===== src/rtl/div_seq_pkg.sv =====
// Shared defines for the sequential divider: widths, FSM encodings,
// iteration count and the start/stop levels shared with EX.
package div_seq_pkg;

  localparam int REG_DATA_WIDTH   = 32;
  localparam int DIV_ITER_CNT     = 32;
  localparam int DIV_RESULT_WIDTH = 64;

  localparam logic DIV_START = 1'b1;
  localparam logic DIV_STOP  = 1'b0;

  typedef enum logic [1:0] {
    DIV_IDLE    = 2'b00,
    DIV_BY_ZERO = 2'b01,
    DIV_ON      = 2'b10,
    DIV_END     = 2'b11
  } div_state_t;

endpackage


===== src/rtl/div_seq_if.sv =====
// EX <-> divider request/result bundle.
// master = EX stage, slave = divider.
interface div_seq_if;
  import div_seq_pkg::*;

  logic                        start_i;
  logic                        annul_i;
  logic                        signed_i;
  logic [REG_DATA_WIDTH-1:0]   opdata1_i;
  logic [REG_DATA_WIDTH-1:0]   opdata2_i;
  logic [DIV_RESULT_WIDTH-1:0] result_o;
  logic                        ready_o;
  logic                        busy_o;

  modport master (
    output start_i, annul_i, signed_i,
    output opdata1_i, opdata2_i,
    input  result_o, ready_o, busy_o
  );

  modport slave (
    input  start_i, annul_i, signed_i,
    input  opdata1_i, opdata2_i,
    output result_o, ready_o, busy_o
  );

endinterface


===== src/rtl/div_step.sv =====
// One restoring shift-subtract iteration on the 65-bit working register.
// Layout: [64:33] partial remainder, [32:1] dividend bits, [0] quotient bit.
module div_step
  import div_seq_pkg::*;
(
  input  logic [64:0]               work,
  input  logic [REG_DATA_WIDTH-1:0] divisor,
  output logic [64:0]               work_next
);

  logic        ge;
  logic [31:0] diff;

  // when the trial is non-negative the true difference fits in 32 bits
  assign ge   = work[64:32] >= {1'b0, divisor};
  assign diff = work[63:32] - divisor;

  assign work_next = ge ? {diff, work[31:0], 1'b1}
                        : {work[63:0], 1'b0};

endmodule


===== src/rtl/div_seq.sv =====
// Multi-cycle 32-bit DIV/DIVU sequencer with 3-process FSM.
// Optional DIV_BY_ZERO_FAST_EN: zero divisor short-cuts to a zero result.
module div_seq
  import div_seq_pkg::*;
(
  input  logic       clk,
  input  logic       rst_n,
  div_seq_if.slave   bus
);

  div_state_t state, state_nxt;

  logic [5:0]  cnt, cnt_nxt;
  logic [64:0] work, work_nxt;
  logic [31:0] dvs, dvs_nxt;
  logic        sgn, sgn_nxt;
  logic        neg1, neg1_nxt;
  logic        neg2, neg2_nxt;
  logic [63:0] result, result_nxt;
  logic        ready, ready_nxt;
  logic        busy;

  logic [64:0] step_out;
  logic [31:0] abs1, abs2;
  logic [31:0] quo, rem, quo_c, rem_c;
  logic        accept;

  div_step u_step (
    .work      (work),
    .divisor   (dvs),
    .work_next (step_out)
  );

  assign accept = (state == DIV_IDLE) &&
                  (bus.start_i == DIV_START) &&
                  !bus.annul_i;

  assign abs1 = (bus.signed_i && bus.opdata1_i[31]) ?
                (~bus.opdata1_i + 32'd1) : bus.opdata1_i;
  assign abs2 = (bus.signed_i && bus.opdata2_i[31]) ?
                (~bus.opdata2_i + 32'd1) : bus.opdata2_i;

  assign quo   = step_out[31:0];
  assign rem   = step_out[64:33];
  assign quo_c = (sgn && (neg1 ^ neg2)) ? (~quo + 32'd1) : quo;
  assign rem_c = (sgn && neg1) ? (~rem + 32'd1) : rem;

  always_ff @(posedge clk) begin
    if (!rst_n) begin
      state  <= DIV_IDLE;
      cnt    <= '0;
      work   <= '0;
      dvs    <= '0;
      sgn    <= 1'b0;
      neg1   <= 1'b0;
      neg2   <= 1'b0;
      result <= '0;
      ready  <= 1'b0;
    end else begin
      state  <= state_nxt;
      cnt    <= cnt_nxt;
      work   <= work_nxt;
      dvs    <= dvs_nxt;
      sgn    <= sgn_nxt;
      neg1   <= neg1_nxt;
      neg2   <= neg2_nxt;
      result <= result_nxt;
      ready  <= ready_nxt;
    end
  end

  always_comb begin
    state_nxt = state;
    if (bus.annul_i && state != DIV_IDLE) begin
      state_nxt = DIV_IDLE;
    end else begin
      unique case (state)
        DIV_IDLE: begin
          if (accept) begin
`ifdef DIV_BY_ZERO_FAST_EN
            if (bus.opdata2_i == 32'd0)
              state_nxt = DIV_BY_ZERO;
            else
              state_nxt = DIV_ON;
`else
            state_nxt = DIV_ON;
`endif
          end
        end
        DIV_BY_ZERO: state_nxt = DIV_END;
        DIV_ON: begin
          if (cnt == 6'(DIV_ITER_CNT - 1))
            state_nxt = DIV_END;
        end
        DIV_END: begin
          if (bus.start_i == DIV_STOP)
            state_nxt = DIV_IDLE;
        end
        default: state_nxt = DIV_IDLE;
      endcase
    end
  end

  always_comb begin
    cnt_nxt    = cnt;
    work_nxt   = work;
    dvs_nxt    = dvs;
    sgn_nxt    = sgn;
    neg1_nxt   = neg1;
    neg2_nxt   = neg2;
    result_nxt = result;
    ready_nxt  = ready;
    busy       = (state != DIV_IDLE);
    if (bus.annul_i && state != DIV_IDLE) begin
      cnt_nxt    = '0;
      result_nxt = '0;
      ready_nxt  = 1'b0;
    end else begin
      unique case (state)
        DIV_IDLE: begin
          if (accept) begin
            sgn_nxt  = bus.signed_i;
            neg1_nxt = bus.opdata1_i[31];
            neg2_nxt = bus.opdata2_i[31];
            dvs_nxt  = abs2;
            work_nxt = {32'd0, abs1, 1'b0};
            cnt_nxt  = '0;
          end
        end
        DIV_BY_ZERO: begin
          result_nxt = '0;
          ready_nxt  = 1'b1;
        end
        DIV_ON: begin
          work_nxt = step_out;
          cnt_nxt  = cnt + 6'd1;
          if (cnt == 6'(DIV_ITER_CNT - 1)) begin
            result_nxt = {rem_c, quo_c};
            ready_nxt  = 1'b1;
          end
        end
        DIV_END: begin
          if (bus.start_i == DIV_STOP) begin
            result_nxt = '0;
            ready_nxt  = 1'b0;
          end
        end
        default: ;
      endcase
    end
  end

  assign bus.result_o = result;
  assign bus.ready_o  = ready;
  assign bus.busy_o   = busy;

endmodule


===== src/flat_wrapper.sv =====
// flat-port wrapper written by rule: the top's interface ports become plain ports
module div_seq_flat import div_seq_pkg::*;
  (clk, rst_n, bus_start_i, bus_annul_i, bus_signed_i, bus_opdata1_i, bus_opdata2_i, bus_result_o, bus_ready_o, bus_busy_o);
  div_seq_if bus_i ();
  input  logic clk;
  input  logic rst_n;
  input wire logic [$bits(bus_i.start_i)-1:0] bus_start_i;
  input wire logic [$bits(bus_i.annul_i)-1:0] bus_annul_i;
  input wire logic [$bits(bus_i.signed_i)-1:0] bus_signed_i;
  input wire logic [$bits(bus_i.opdata1_i)-1:0] bus_opdata1_i;
  input wire logic [$bits(bus_i.opdata2_i)-1:0] bus_opdata2_i;
  output wire logic [$bits(bus_i.result_o)-1:0] bus_result_o;
  output wire logic [$bits(bus_i.ready_o)-1:0] bus_ready_o;
  output wire logic [$bits(bus_i.busy_o)-1:0] bus_busy_o;
  assign bus_i.start_i = bus_start_i;
  assign bus_i.annul_i = bus_annul_i;
  assign bus_i.signed_i = bus_signed_i;
  assign bus_i.opdata1_i = bus_opdata1_i;
  assign bus_i.opdata2_i = bus_opdata2_i;
  assign bus_result_o = bus_i.result_o;
  assign bus_ready_o = bus_i.ready_o;
  assign bus_busy_o = bus_i.busy_o;
  div_seq u_core (.clk(clk), .rst_n(rst_n), .bus(bus_i));
endmodule

===== config.mk =====
export PLATFORM = sky130hd
export DESIGN_NAME = div_seq_flat
export DESIGN_NICKNAME = d
export VERILOG_FILES = /design/src/rtl/div_seq_pkg.sv /design/src/rtl/div_seq_if.sv /design/src/rtl/div_step.sv /design/src/rtl/div_seq.sv /design/src/flat_wrapper.sv
export SDC_FILE = /design/constraint.sdc
export NUM_CORES = 1
export LEC_CHECK = 0
export ABC_AREA = 1
export BUFFER_PORTS_ARGS = -buffer_cell sky130_fd_sc_hd__clkbuf_2
export CORE_ASPECT_RATIO = 0.8
export CORE_UTILIZATION = 35
export CTS_CLUSTER_SIZE = 10
export DETAILED_ROUTE_END_ITERATION = 10
export GPL_TIMING_DRIVEN = 0
export MAX_ROUTING_LAYER = met4
export PLACE_DENSITY = 0.57
export SYNTH_ARGS = -nofsm -noshare
export SYNTH_HDL_FRONTEND = slang
export SYNTH_SLANG_ARGS = --single-unit

===== constraint.sdc =====
create_clock -name clk -period 3.4 [get_ports clk]
set_clock_uncertainty 0.1 [all_clocks]
set_input_delay 0.34 -clock clk [delete_from_list [all_inputs] [get_ports clk]]
set_output_delay 0.34 -clock clk [all_outputs]
set_load 0.03 [all_outputs]

== Word level (Yosys, flattened, before mapping) ==
Index checks and enable logic that the tools add are counted.
W data, S select, Z words.

* Multiplexer cells: 19
* Bitwise gates (word level): 7
* Equal/unequal tests: 7
* Reduce and logical (&&, ||, !) cells: 18
* $lt $le $gt $ge: 1
* Add/sub/neg operators: 6

{| class="wikitable"
|+ Operators with widths
! cell !! number
|-
| $pmux W64 S3 || 1
|-
| $mux W65 || 2
|-
| $pmux W65 S2 || 1
|-
| $add A32 B1 Y32 const B || 4
|-
| $mux W32 || 4
|-
| $mux W64 || 2
|-
| $not A32 Y32 || 4
|-
| $ge A33 B32 Y1 || 1
|-
| $sub A32 B32 Y32 || 1
|-
| $pmux W6 S2 || 1
|-
| $reduce_and A3 Y1 || 4
|-
| $pmux W2 S4 || 1
|-
| $logic_and A1 B1 Y1 || 7
|-
| $add A6 B1 Y6 const B || 1
|-
| $eq A6 B5 Y1 const B || 1
|-
| $mux W2 || 3
|-
| $mux W6 || 1
|-
| $eq A2 B2 Y1 const B || 2
|-
| $ne A2 B1 Y1 const B || 2
|-
| $reduce_bool A2 Y1 || 2
|-
| $pmux W1 S3 || 1
|-
| $reduce_bool A3 Y1 || 1
|-
| $eq A2 B1 Y1 const B || 1
|-
| $logic_not A2 Y1 || 1
|-
| other kinds (7) || 9
|}

* Output and inout bits: 66
* Word-level logic and storage cells: 67
* Register bits after elaboration: 173
* Bits of input ports: 69

== Longest topological paths before layout ==
Gate-level depths: netlist of run 1.

* Word-level depth: 7
* Depth in mapped cells: 29
* Depth with buffers taken out: 28

== Modules after synthesis ==
A second synthesis of run 1 with hierarchy kept.

* Cell total of the unflattened synthesis: 2238
* Area, all modules: 13277.7 um^2

{| class="wikitable"
|+ By module, submodules not included
! module !! sequential area each (um^2) !! cells an instance !! times used !! area an instance (um^2)
|-
| div_seq || 3463.3 || 1558 || 1 || 9869.5
|-
| div_step || 0.0 || 680 || 1 || 3408.3
|}

== Worst setup path before layout of run 1 ==
Ideal clock, no wire load.

* Path type: register -> register
* Start: register u_core.dvs[24]
* End: register u_core.result[28], in the netlist u_core.bus.result_o[28]
* Arrival time: 3.531 ns
* Cell stages (with the launch flop): 27
* Setup slack: -0.301 ns
* Path buffers: 1
* Period minus slack after synthesis: 3.701 ns
* Setup time: 0.070 ns
* Required time: 3.230 ns
* Cell sequence: dfxtp_1 inv_1 ha_1 nand2_2 inv_1 a21oi_2 nand2_1 nand2_1 nand3_2 nor2_4 nand2_8 buf_8 inv_2 ha_1 nand3_1 nor3_2 nand2_1 nor3_2 nand3_1 nor3_4 nand4_1 nor2_1 nand3_1 o21ai_0 or2_2 nand3_1 a21oi_1

* Cells in the longest elaborated chain, start to end: 7

{| class="wikitable"
|+ RTL lines
! item !! RTL line !! RTL
|-
| start: declaration || div_seq.sv:15 || <nowiki>logic [31:0] dvs, dvs_nxt;</nowiki>
|-
| start signal: assignment || div_seq.sv:63 || <nowiki>dvs <= dvs_nxt;</nowiki>
|-
| $ge A33 B32 Y1 || div_step.sv:15 || <nowiki>assign ge = work[64:32] >= {1'b0, divisor};</nowiki>
|-
| $mux W65 || div_step.sv:18 || <nowiki>assign work_next = ge ? {diff, work[31:0], 1'b1}</nowiki>
|-
| $not A32 Y32 || div_seq.sv:45 || <nowiki>assign quo_c = (sgn && (neg1 ^ neg2)) ? (~quo + 32'd1) : quo;</nowiki>
|-
| $add A32 B1 Y32 || div_seq.sv:45 ||
|-
| $mux W32 || div_seq.sv:45 ||
|-
| $mux W64 || div_seq.sv:137 || <nowiki>if (cnt == 6'(DIV_ITER_CNT - 1)) begin</nowiki>
|-
| $pmux W64 S3 || div_seq.sv:119 || <nowiki>unique case (state)</nowiki>
|-
| end signal: assignment || div_seq.sv:67 || <nowiki>result <= result_nxt;</nowiki>
|-
| end: declaration || div_seq.sv:19 || <nowiki>logic [63:0] result, result_nxt;</nowiki>
|}

Every way passes these cells. The select of a mux whose other input is x is not followed.
A chain may end at the register's enable or synchronous reset.

== Final worst setup path of run 1 ==
* Start: register u_core.work[47]
* End: register u_core.result[28], in the netlist u_core.bus.result_o[28]

* Cells in the longest elaborated chain, start to end: 7

{| class="wikitable"
|+ RTL lines
! item !! RTL line !! RTL
|-
| start: declaration || div_seq.sv:14 || <nowiki>logic [64:0] work, work_nxt;</nowiki>
|-
| start signal: assignment || div_seq.sv:62 || <nowiki>work <= work_nxt;</nowiki>
|-
| $ge A33 B32 Y1 || div_step.sv:15 ||
|-
| $mux W65 || div_step.sv:18 ||
|-
| $not A32 Y32 || div_seq.sv:45 ||
|-
| $add A32 B1 Y32 || div_seq.sv:45 ||
|-
| $mux W32 || div_seq.sv:45 ||
|-
| $mux W64 || div_seq.sv:137 ||
|-
| $pmux W64 S3 || div_seq.sv:119 ||
|}

Every way passes these cells. The select of a mux whose other input is x is not followed.

==> results by group, run 1 <==
Clocking
  – H-tree Lvls: 4
  – Clk sink count: 173
  – Clock transition at path regs: 0.08 ns
  – Root Driver: clkbuf_16
  – Clk Latency, worst-skew pair: 0.45 ns
  – Max clock buf depth: 2
  – Hold-fix buffers at CTS: 0
  – Num CTS Buffers: 17
  – CTS tree: yes

Place
  – Placed Instances: 2658
  – IO Port Bufs: 133
  – Gp weighted congestion: 0.948
  – Detailed placer's ending HPWL: 36.3 mm

Worst setup path
  – R2R Path Start: u_core.work[47]$_SDFFE_PN0P_
  – Kind of critical path: register to register
  – Bufs and invs on worst path: 5
  – Cell family contributing the most delay on the critical path: simple AND/OR/NAND/NOR gates
  – WP data arrival: around 4.0 ns
  – Slowest-stage cell, CP: dfxtp_2
  – Worst setup EP type: register
  – Worst Setup SP: u_core.work[47]$_SDFFE_PN0P_
  – Critical-path maximum fanout: 4
  – Worst Setup Start Kind: register
  – Critical path's largest stage delay: 0.42 ns
  – Crit path required time: 3.68 ns

Routing
  – DR vias/cell: 5.05
  – Antenna-violating nets left: 0
  – Routed length per instance: about 17 um
  – Post-route DRC: 0
  – 1st-iter DRT viols: 1020
  – DRT Pass-1 Iters: 5
  – Via Count: roughly 14000
  – Routed WL: 45.4 mm

Logic synthesis
  – FF+latch count, synth: 173
  – Cells after synthesis: 2053
  – Synth area leaders: dfxtp_1 (27%), nand2_1 (18%), a21oi_1 (9.0%)
  – Net Count, Synth: 2164
  – Post-synth top area share: 27.4%
  – YS warnings: 0
  – Post-synth top flop: dfxtp_1
  – Post-synth top area cell: dfxtp_1
  – Cell variety after synth: 48
  – Sequential area share after synthesis: 27.4%
  – Avg Inst Size Synth: 6.16 um2
  – Async set or reset register ratio after synthesis: 0%
  – Number of flops mapped to enable cells by yosys: 0
  – Area of the mapped netlist: between 10000 and 15000 um2

Global routing
  – Largest net degree at the start of global routing: 19
  – Grt total ovfl: 0
  – Number of global-route vias before repair: 12295
  – Antenna violations before repair: 0
  – Total Routing Usage GR: between 20% and 30%
  – First-pass GRT wire length: ~70 mm

STA
  – Measured slew at the worst slew-check pin: 1.38 ns
  – Max Fclk: 0.269 GHz
  – Setup TNS: -3.44 ns
  – Final setup vio count: 28
  – WHS: 0.0597 ns
  – Min setup slack post-route: -0.320 ns
  – Final Slew Violations: 0
  – Relative slew slack: 7.06%
  – Final Hold Violating Endpoints: 0
  – Crit path time final: 3.72 ns
  – RSZ-0062 raised after global routing: true
  – Fin crit share: 109%

Floorplanning
  – Die W: approximately 210 um
  – Starting Density: a little over a third
  – Core Rows: between 60 and 70
  – Core area: ~35000 um2
  – DIE AREA: 36900 um2
  – Die height: about 170 um
  – Ports: 135

Power and ir drop
  – Design Power: 14.1 mW
  – Clock Power Share: between 10% and 20%
  – Power Internal: 6.66 mW
  – Switch share: around 53%
  – Leak pwr: about 7.4 nW
  – Logic gate share of total power: slightly below 70%
  – Sequential power share: 18.2%
  – Worst VDD drop: 0.497 mV
  – P_sw: about 7.4 mW
  – Power Dens Cells: 874 nW/um2

Finish
  – Share of layout cells above drive strength 1: 24.2%
  – Register area: 3540 um2
  – Multi-input combinational cell area: 8860 um2
  – Area grow syn2layout: 27.6%
  – Nets@finish: 2373
  – Fin cells: 2748
  – Final cell utilization of the core: 45.9%
  – Filler instances: 3714

Outcome
  – Failing checks: setup timing
  – Outcome: finished with violations

Job
  – Number of max-cap violations: 0

Hold path
  – Min-delay worst type: primary input to register
  – Hold path start: bus_opdata2_i[1]
==> per-layer routing <==
layer / part of all wire [%] / GRT usage [%]
met1: 53 / 38.3
met2: 39 / 33.9
met3: 6.8 / 3.99
met4: 0.90 / 3.98
met5: 0 / -
==> layout by cell type, fill, tap and decap left out, types with 26 or more instances in the layout <==
master	synthesis	routed
nand2_2	23	56
nand3_2	6	39
xor2_1	38	38
o21ai_0	102	87
nand4_1	26	26
dfxtp_2	0	31
nand3_1	131	94
inv_1	262	248
clkbuf_1	57	57
nor2_1	148	138
dfxtp_1	173	132
a21oi_1	228	207
ha_4	0	32
clkbuf_2	0	135
buf_4	0	44
nand2_1	607	561
==> kinds of logic after synthesis <==
logic type / share of synthesized area (%)
DFF: 27.4
AOI/OAI and AO/OA: 17.0
buffers and inverters: 11.0
xor gates and xnor gates: 3.81
and+or+nand+nor: 36.6
adders and majority gates: 4.22
==> registers in the layout, summed over array words and instances (netlist names) <==
register and cells:
u_core.cnt 6, u_core.sgn 1, u_core.bus.result_o 64, u_core.neg1 1
u_core.work 65, u_core.bus.ready_o 1, u_core.state 2, u_core.neg2 1
u_core.dvs 32
==> worst register-to-register path: cells and delay by family (launching register included) <==
family / cells / cell delay, ns
flops: 1 / 0.42
compound gates: 2 / 0.31
buf+inv: 5 / 0.40
simple gates: 18 / 2.04
fa+ha+maj: 2 / 0.38
==> power by group through the flow <==
stage                     Clock [mW]  Sequential [mW]  Combinational [mW]
after detailed placement           0             2.59                7.77
final                           1.98             2.57                9.55
after CTS                       2.01             2.55                8.29
after global placement             0             2.58                7.73
after floorplan                    0             2.55                5.73
after global routing            2.08             2.60                10.5
==> through the flow <==
| step | area [um2] | setup slack (ns) |
|---|---|---|
| 2_1_floorplan | 13100 | -0.214 |
| 3_3_place_gp | 14300 | -0.849 |
| 3_5_place_dp | 14300 | -0.909 |
| 4_1_cts | 15300 | -0.252 |
| 5_1_grt | 16100 | -0.573 |
| 6_report | 16100 | -0.320 |
==> Yosys cell counts, types with 5 or more instances <==
master / number
nand2_1: 607
inv_1: 262
a21oi_1: 228
dfxtp_1: 173
nor2_1: 148
nand3_1: 131
o21ai_0: 102
clkbuf_1: 57
ha_1: 41
xor2_1: 38
nand4_1: 26
nand2_2: 23
nor3_1: 20
xnor2_1: 17
o211ai_1: 16
o221ai_1: 14
or2_2: 14
inv_2: 13
nor2_2: 13
nand3b_1: 9
nor2_4: 9
o21ai_1: 8
nor4_1: 7
a31oi_1: 6
buf_1: 6
nand2_4: 6
nand3_2: 6
nand3_4: 6
o21ai_2: 6
buf_6: 5
==> final cells by class <==
| cell class | count | share of cell area [%] |
|---|---|---|
| Multi-Input combinational cell | 1529 | 54.9 |
| Sequential cell | 173 | 21.9 |
| Timing Repair Buffer | 189 | 7.12 |
| Inverter | 278 | 6.56 |
| Tap cell | 472 | 3.66 |
| Clock buffer | 18 | 2.72 |
| Buffer | 74 | 2.17 |
| Clock inverter | 14 | 0.884 |
| Antenna cell | 1 | 0.0155 |
==> worst paths after layout <==
check	end	slack [ns]	cells after the start
setup / recovery	u_core.bus.result_o[28]$_SDFFE_PP0P_	-0.32	27
hold / removal	u_core.dvs[1]$_SDFFE_PN0P_	0.06	3
setup reg to reg	u_core.bus.result_o[28]$_SDFFE_PP0P_	-0.32	27
hold reg to reg	u_core.bus.ready_o$_SDFFE_PP0P_	0.35	2
==> repair_timing <==
item	CTS	global route
cloned	0	1
pin swaps	28	58
buffers inserted	30	33
resized for setup	69	162
setup endpoints to repair	21	53
(Power assumes the default switching activity.)
==> inputs of run 2 (changes only) <==
--- a/config.mk
+++ b/config.mk
@@ -6,14 +6,15 @@
 export NUM_CORES = 1
 export LEC_CHECK = 0
 export ABC_AREA = 1
-export BUFFER_PORTS_ARGS = -buffer_cell sky130_fd_sc_hd__clkbuf_2
+export BUFFER_PORTS_ARGS = -buffer_cell sky130_fd_sc_hd__buf_4
 export CORE_ASPECT_RATIO = 0.8
-export CORE_UTILIZATION = 35
+export CORE_UTILIZATION = 49
+export CTS_BUF_LIST = sky130_fd_sc_hd__clkbuf_16
 export CTS_CLUSTER_SIZE = 10
 export DETAILED_ROUTE_END_ITERATION = 10
 export GPL_TIMING_DRIVEN = 0
 export MAX_ROUTING_LAYER = met4
-export PLACE_DENSITY = 0.57
+export PLACE_DENSITY = 0.74
 export SYNTH_ARGS = -nofsm -noshare
 export SYNTH_HDL_FRONTEND = slang
 export SYNTH_SLANG_ARGS = --single-unit
==> run 2 against run 1 <==
Effect of this change:
- the flow still finishes with violations (setup timing)
- critical endpoint unchanged
- highest routed layer unchanged
- sequential cell count stayed put
- utilization is 18 points higher
- clock power is 4% higher
- largest power group unchanged
==> results by group, run 2 (synthesis gave the netlist of run 1 again) <==
Global routing
  – Number of global-route vias before repair: 12619
  – First-pass GRT wire length: 69.8 mm
  – Largest net degree at the start of global routing: 18
  – Grt total ovfl: 0
  – Antenna violations before repair: 0
  – Total Routing Usage GR: roughly a third

Clocking
  – Clk Latency, worst-skew pair: 0.46 ns
  – Hold-fix buffers at CTS: 0
  – H-tree Lvls: 4
  – CTS tree: yes
  – Root Driver: clkbuf_16
  – Num CTS Buffers: 17
  – Clk sink count: 173
  – Clock transition at path regs: 0.07 ns
  – Max clock buf depth: 2

Routing
  – 1st-iter DRT viols: 1526
  – DRT Pass-1 Iters: 6
  – Antenna-violating nets left: 0
  – DR vias/cell: approximately 5.6
  – Post-route DRC: 0
  – Routed WL: 46.5 mm
  – Via Count: between 10000 and 15000
  – Routed length per instance: roughly 18 um

Place
  – Setup WS pre-CTS: -0.974 ns
  – Detailed placer's ending HPWL: 36.0 mm
  – IO Port Bufs: around 130
  – Placed Instances: 2510
  – Gp weighted congestion: 1.04

Floorplanning
  – Die height: 146 um
  – Ports: 135
  – Die W: 182 um
  – Core Rows: 52
  – DIE AREA: roughly 26000 um2
  – Starting Density: 50.0%
  – Core area: 25300 um2

STA
  – Final setup vio count: 15
  – Measured slew at the worst slew-check pin: roughly 1.4 ns
  – Final Hold Violating Endpoints: 0
  – Relative slew slack: 8.14%
  – Crit path time final: 3.80 ns
  – Fin crit share: 112%
  – RSZ-0062 raised after global routing: true
  – Min setup slack post-route: -0.395 ns
  – Final Slew Violations: 0
  – Max Fclk: 0.263 GHz

Power and ir drop
  – P_sw: 7.84 mW
  – Power Internal: 6.88 mW
  – Leak pwr: around 7.5 nW
  – Power Dens Cells: 905 nW/um2
  – Switch share: a little over half
  – Worst VDD drop: 0.497 mV
  – Sequential power share: 17.8%
  – Design Power: approximately 15 mW
  – Logic gate share of total power: roughly 68%
  – Clock Power Share: between 10% and 20%

Worst setup path
  – Crit path required time: 3.69 ns
  – Kind of critical path: register to register
  – Register-to-Register Path Depth: 28
  – Critical-path maximum fanout: 4
  – WP data arrival: 4.08 ns
  – Critical path's largest stage delay: 0.31 ns
  – Register-to-Register Setup Slack: -0.40 ns
  – Slowest-stage cell, CP: dfxtp_1
  – Worst Setup Start Kind: register
  – Worst setup EP type: register
  – Crit-path most repeated cell: nand2_1

Finish
  – # diodes: 0
  – Most flops, register: u_core.work
  – Commonest non-fill, non-tap cell in the layout: nand2_1
  – Number of flip-flops under the largest register name: 65
  – Most frequent cells in the layout: nand2_1 (550), inv_1 (236), a21oi_1 (213)
  – Share of layout cells above drive strength 1: between 20 and 25%
  – Fin cells: 2601
  – Nets@finish: roughly 2400
  – Area grow syn2layout: 28.6%

Hold path
  – Hold depth: 3
  – Min-delay worst type: primary input to register

Outcome
  – Outcome: finished with violations
  – Failing checks: setup timing

Job
  – Number of max-cap violations: 0
-- run 2: changes by cell type in the layout (fill, tap and decap cells not counted), sizes merged --
cell,before,now
buf,71,206
bufinv,0,2
clkbuf,210,76
diode,1,0
inv,282,281
-- run 2: path summary, 6_finish.rpt --
kind / start / endpoint
hold / removal: bus_opdata2_i[1] / u_core.dvs[1]$_SDFFE_PN0P_
hold reg to reg: u_core.bus.ready_o$_SDFFE_PP0P_ / u_core.bus.ready_o$_SDFFE_PP0P_
setup reg to reg: u_core.dvs[12]$_SDFFE_PN0P_ / u_core.bus.result_o[28]$_SDFFE_PP0P_
setup / recovery: u_core.dvs[12]$_SDFFE_PN0P_ / u_core.bus.result_o[28]$_SDFFE_PP0P_
-- run 2: timing repair --
item | CTS | global route
resized for setup | 109 | 120
pin swaps | 37 | 45
setup buffers | 36 | 30
setup endpoints to repair | 30 | 36
gates cloned | 0 | 2
-- run 2: final cells by class --
type                            count  area [um2]
Timing Repair Buffer              192        1480
Tap cell                          324         405
Multi-Input combinational cell   1529        8810
Clock buffer                       17         425
Clock inverter                     15         184
Buffer                             73         353
Sequential cell                   173        3530
Inverter                          278        1070
Fill cell                        2391        9050
-- run 2: power groups by stage --
stage | Sequential, mW | Combinational (mW) | Clock (mW)
after floorplan | 2.55 | 5.73 | 0
after global placement | 2.59 | 7.89 | 0
after detailed placement | 2.60 | 7.95 | 0
after CTS | 2.58 | 8.71 | 2.06
after global routing | 2.62 | 10.8 | 2.15
final | 2.62 | 10.0 | 2.05
-- run 2: through the flow --
| step | cell area [um2] | hold WS, ns | util, % | setup TNS, ns |
|---|---|---|---|---|
| after floorplan | 13100 | 0.345 | - | -0.514 |
| after global placement | 14500 | 0.341 | 57.2 | -7.29 |
| after detailed placement | 14500 | 0.346 | 57.2 | -8.18 |
| after CTS | 15600 | 0.0739 | 61.7 | -0.985 |
| after global routing | 16300 | 0.0686 | 64.2 | -4.40 |
| final | 16300 | 0.0693 | 64.2 | -2.35 |
-- run 2: critical path, delay by kind of cell (launching register included) --
family / cells / cell delay, ns
AO/OA/AOI/OAI: 2 / 0.33
adder cells (fa/ha/maj): 2 / 0.37
AND/OR/NAND/NOR: 19 / 2.11
flip-flops: 1 / 0.31
buffers and inverters: 5 / 0.49
-- run 2: per-layer routing --
| layer | wire (um) | GRT usage, % | share of wire (%) | vias up |
|---|---|---|---|---|
| li1 | - | - | - | 7062 |
| met1 | 22100 | 52.3 | 48 | 6634 |
| met2 | 18400 | 46.3 | 40 | 732 |
| met3 | 5220 | 8.63 | 11 | 59 |
| met4 | 800 | 9.03 | 1.7 | 0 |
| met5 | 0 | - | 0 | - |
==> inputs of run 3 (changes only) <==
--- a/config.mk
+++ b/config.mk
@@ -9,10 +9,8 @@
 export BUFFER_PORTS_ARGS = -buffer_cell sky130_fd_sc_hd__buf_4
 export CORE_ASPECT_RATIO = 0.8
 export CORE_UTILIZATION = 49
-export CTS_BUF_LIST = sky130_fd_sc_hd__clkbuf_16
 export CTS_CLUSTER_SIZE = 10
 export DETAILED_ROUTE_END_ITERATION = 10
-export GPL_TIMING_DRIVEN = 0
 export MAX_ROUTING_LAYER = met4
 export PLACE_DENSITY = 0.74
 export SYNTH_ARGS = -nofsm -noshare
==> run 3 against run 2 <==
Effect of this change:
- the run still ends with setup timing left
- sequential share of layout area decreased by 1.2 points
- first-iteration DRC count decreased by 16%
- final area increased by 4.8%
- sequential power about the same
- via count increased by 1.4%
- register-to-register slack improved by 0.25 ns
- largest cell class unchanged
- highest routed layer unchanged
==> results by group, run 3 (synthesis gave the netlist of run 1 again) <==
Outcome
  – Outcome: finished with violations
  – Failing checks: setup timing

Routing
  – 1st-iter DRT viols: about 1300
  – Met1 WL: 22.0 mm
  – Top routing layer in use: met4
  – DR vias/cell: 5.42
  – Antenna-violating nets left: 0
  – Routed length per instance: about 17 um
  – Post-route DRC: 0
  – Met3 WL: 5.76 mm
  – Routed WL: 46.9 mm
  – Met2 wire length: 18.7 mm
  – DRT Pass-1 Iters: 5
  – Via Count: 14683

STA
  – Crit path time final: about 3.5 ns
  – Max Fclk: 0.282 GHz
  – Fin crit share: 104%
  – RSZ-0062 raised after global routing: true
  – Setup TNS: -0.375 ns
  – Relative slew slack: 23.8%
  – Measured slew at the worst slew-check pin: 1.14 ns
  – Final Slew Violations: 0
  – Min setup slack post-route: -0.141 ns
  – Final Hold Violating Endpoints: 0
  – Final setup vio count: 4

Place
  – Gp weighted congestion: between 1 and 1.5
  – IO Port Bufs: 134
  – Detailed placer's ending HPWL: 36.5 mm

Clocking
  – Clk Latency, worst-skew pair: approximately 0.46 ns
  – Clk sink count: 173
  – Clock transition at path regs: 0.08 ns
  – Max clock buf depth: 2
  – Num CTS Buffers: 17
  – H-tree Lvls: 4
  – CTS tree: yes
  – Root Driver: clkbuf_16

Power and ir drop
  – Worst VDD drop: 0.469 mV
  – Leak pwr: 8.20 nW
  – Design Power: between 15 and 20 mW
  – Power Dens Cells: ~910 nW/um2

Worst setup path
  – Bufs and invs on worst path: 8
  – Worst setup EP type: register
  – WP data arrival: 3.77 ns
  – Slowest-stage cell, CP: dfxtp_1
  – Crit-path most repeated cell: nand2_1
  – Cell family contributing the most delay on the critical path: simple AND/OR/NAND/NOR gates
  – Critical path's largest stage delay: about 0.34 ns
  – Crit path required time: about 3.6 ns
  – Critical-path maximum fanout: 3
  – Kind of critical path: register to register
  – Worst Setup Start Kind: register

Floorplanning
  – Core Rows: 52
  – Starting Density: between 40% and 50%
  – Ports: 135
  – Die height: between 100 and 150 um
  – Die W: 182 um
  – DIE AREA: 26500 um2
  – Core area: 25300 um2

Global routing
  – Total Routing Usage GR: 36.3%
  – First-pass GRT wire length: 72.6 mm
  – Grt total ovfl: 0
  – Antenna violations before repair: 0
  – Largest net degree at the start of global routing: 76
  – Number of global-route vias before repair: 13279

Finish
  – Most frequent cells in the layout: nand2_1 (571), buf_4 (364), inv_1 (238)
  – Most flops, register: u_core.work
  – Share of layout cells above drive strength 1: between 20% and 30%
  – # diodes: 0
  – Area grow syn2layout: 34.7%
  – Nets@finish: 2482
  – Number of flip-flops under the largest register name: 65
  – Commonest non-fill, non-tap cell in the layout: nand2_1

Job
  – Number of max-cap violations: 0

Hold path
  – Min-delay worst type: primary input to register
-- run 3: cell types whose count changed in the layout (fill, tap and decap cells not counted), sizes merged --
cell	delta
buf	+166
bufbuf	+1
bufinv	-1
clkbuf	-58
clkinv	-2
clkinvlp	-1
inv	+3
nor2	-1
-- run 3: power by group --
part / switching [mW] / internal, mW / total [mW] / leakage, nW
Clock: 0.980 / 1.07 / 2.05 / 0.294
Combinational: 6.54 / 4.32 / 10.9 / 6.49
Sequential: 0.307 / 2.29 / 2.59 / 1.41
-- run 3: final cells by class --
| class | count | area [um2] |
|---|---|---|
| clock buffers | 18 | 439 |
| clock inverters | 14 | 163 |
| fillers | 2384 | 8270 |
| inverters | 278 | 1050 |
| multi-input cells | 1528 | 8570 |
| flip-flops and latches | 173 | 3500 |
| well taps | 324 | 405 |
| repair buffers | 373 | 2910 |
-- run 3: worst paths after layout --
check / slack [ns] / startpoint / cells past startpoint / end
worst min register to register: 0.36 / u_core.bus.ready_o$_SDFFE_PP0P_ / 2 / u_core.bus.ready_o$_SDFFE_PP0P_
worst max register to register: -0.14 / u_core.dvs[15]$_SDFFE_PN0P_ / 28 / u_core.bus.result_o[22]$_SDFFE_PP0P_
worst min-delay path: 0.07 / bus_opdata2_i[1] / 3 / u_core.dvs[1]$_SDFFE_PN0P_
worst max-delay path: -0.14 / u_core.dvs[15]$_SDFFE_PN0P_ / 28 / u_core.bus.result_o[22]$_SDFFE_PP0P_
-- run 3: per-layer routing --
| metal | vias up | track usage (%) |
|---|---|---|
| li1 | 7271 | - |
| met2 | 648 | 48.4 |
| met3 | 38 | 12.6 |
| met1 | 6726 | 52.3 |
| met5 | - | - |
| met4 | 0 | 6.65 |
-- run 3: timing repair --
action	in CTS	in global routing
cloned	1	0
gates resized for setup	26	109
setup endpoints to repair	34	43
hold buffers	0	0
setup buffers	15	17
pin swaps	17	17
-- run 3: metrics by stage --
step | util, % | std cells | area (um2) | worst slack (ns) | hold slack [ns]
2_1_floorplan | - | 2053 | 13100 | -0.214 | 0.345
3_3_place_gp | 62.2 | 2644 | 15700 | -0.289 | 0.337
3_5_place_dp | 62.2 | 2644 | 15700 | -0.388 | 0.352
4_1_cts | 65.6 | 2692 | 16600 | 0.00539 | 0.0604
5_1_grt | 67.3 | 2708 | 17000 | -0.352 | 0.0817
6_report | 67.3 | 2708 | 17000 | -0.141 | 0.0685
-- run 3: worst reg2reg max path: cells and delay by family (launching register included) --
family | cells | cell delay, ns
adder cells (fa/ha/maj) | 2 | 0.37
buffers and inverters | 8 | 0.74
AO/OA/AOI/OAI | 1 | 0.08
AND/OR/NAND/NOR | 17 | 1.75
flip-flops | 1 | 0.34
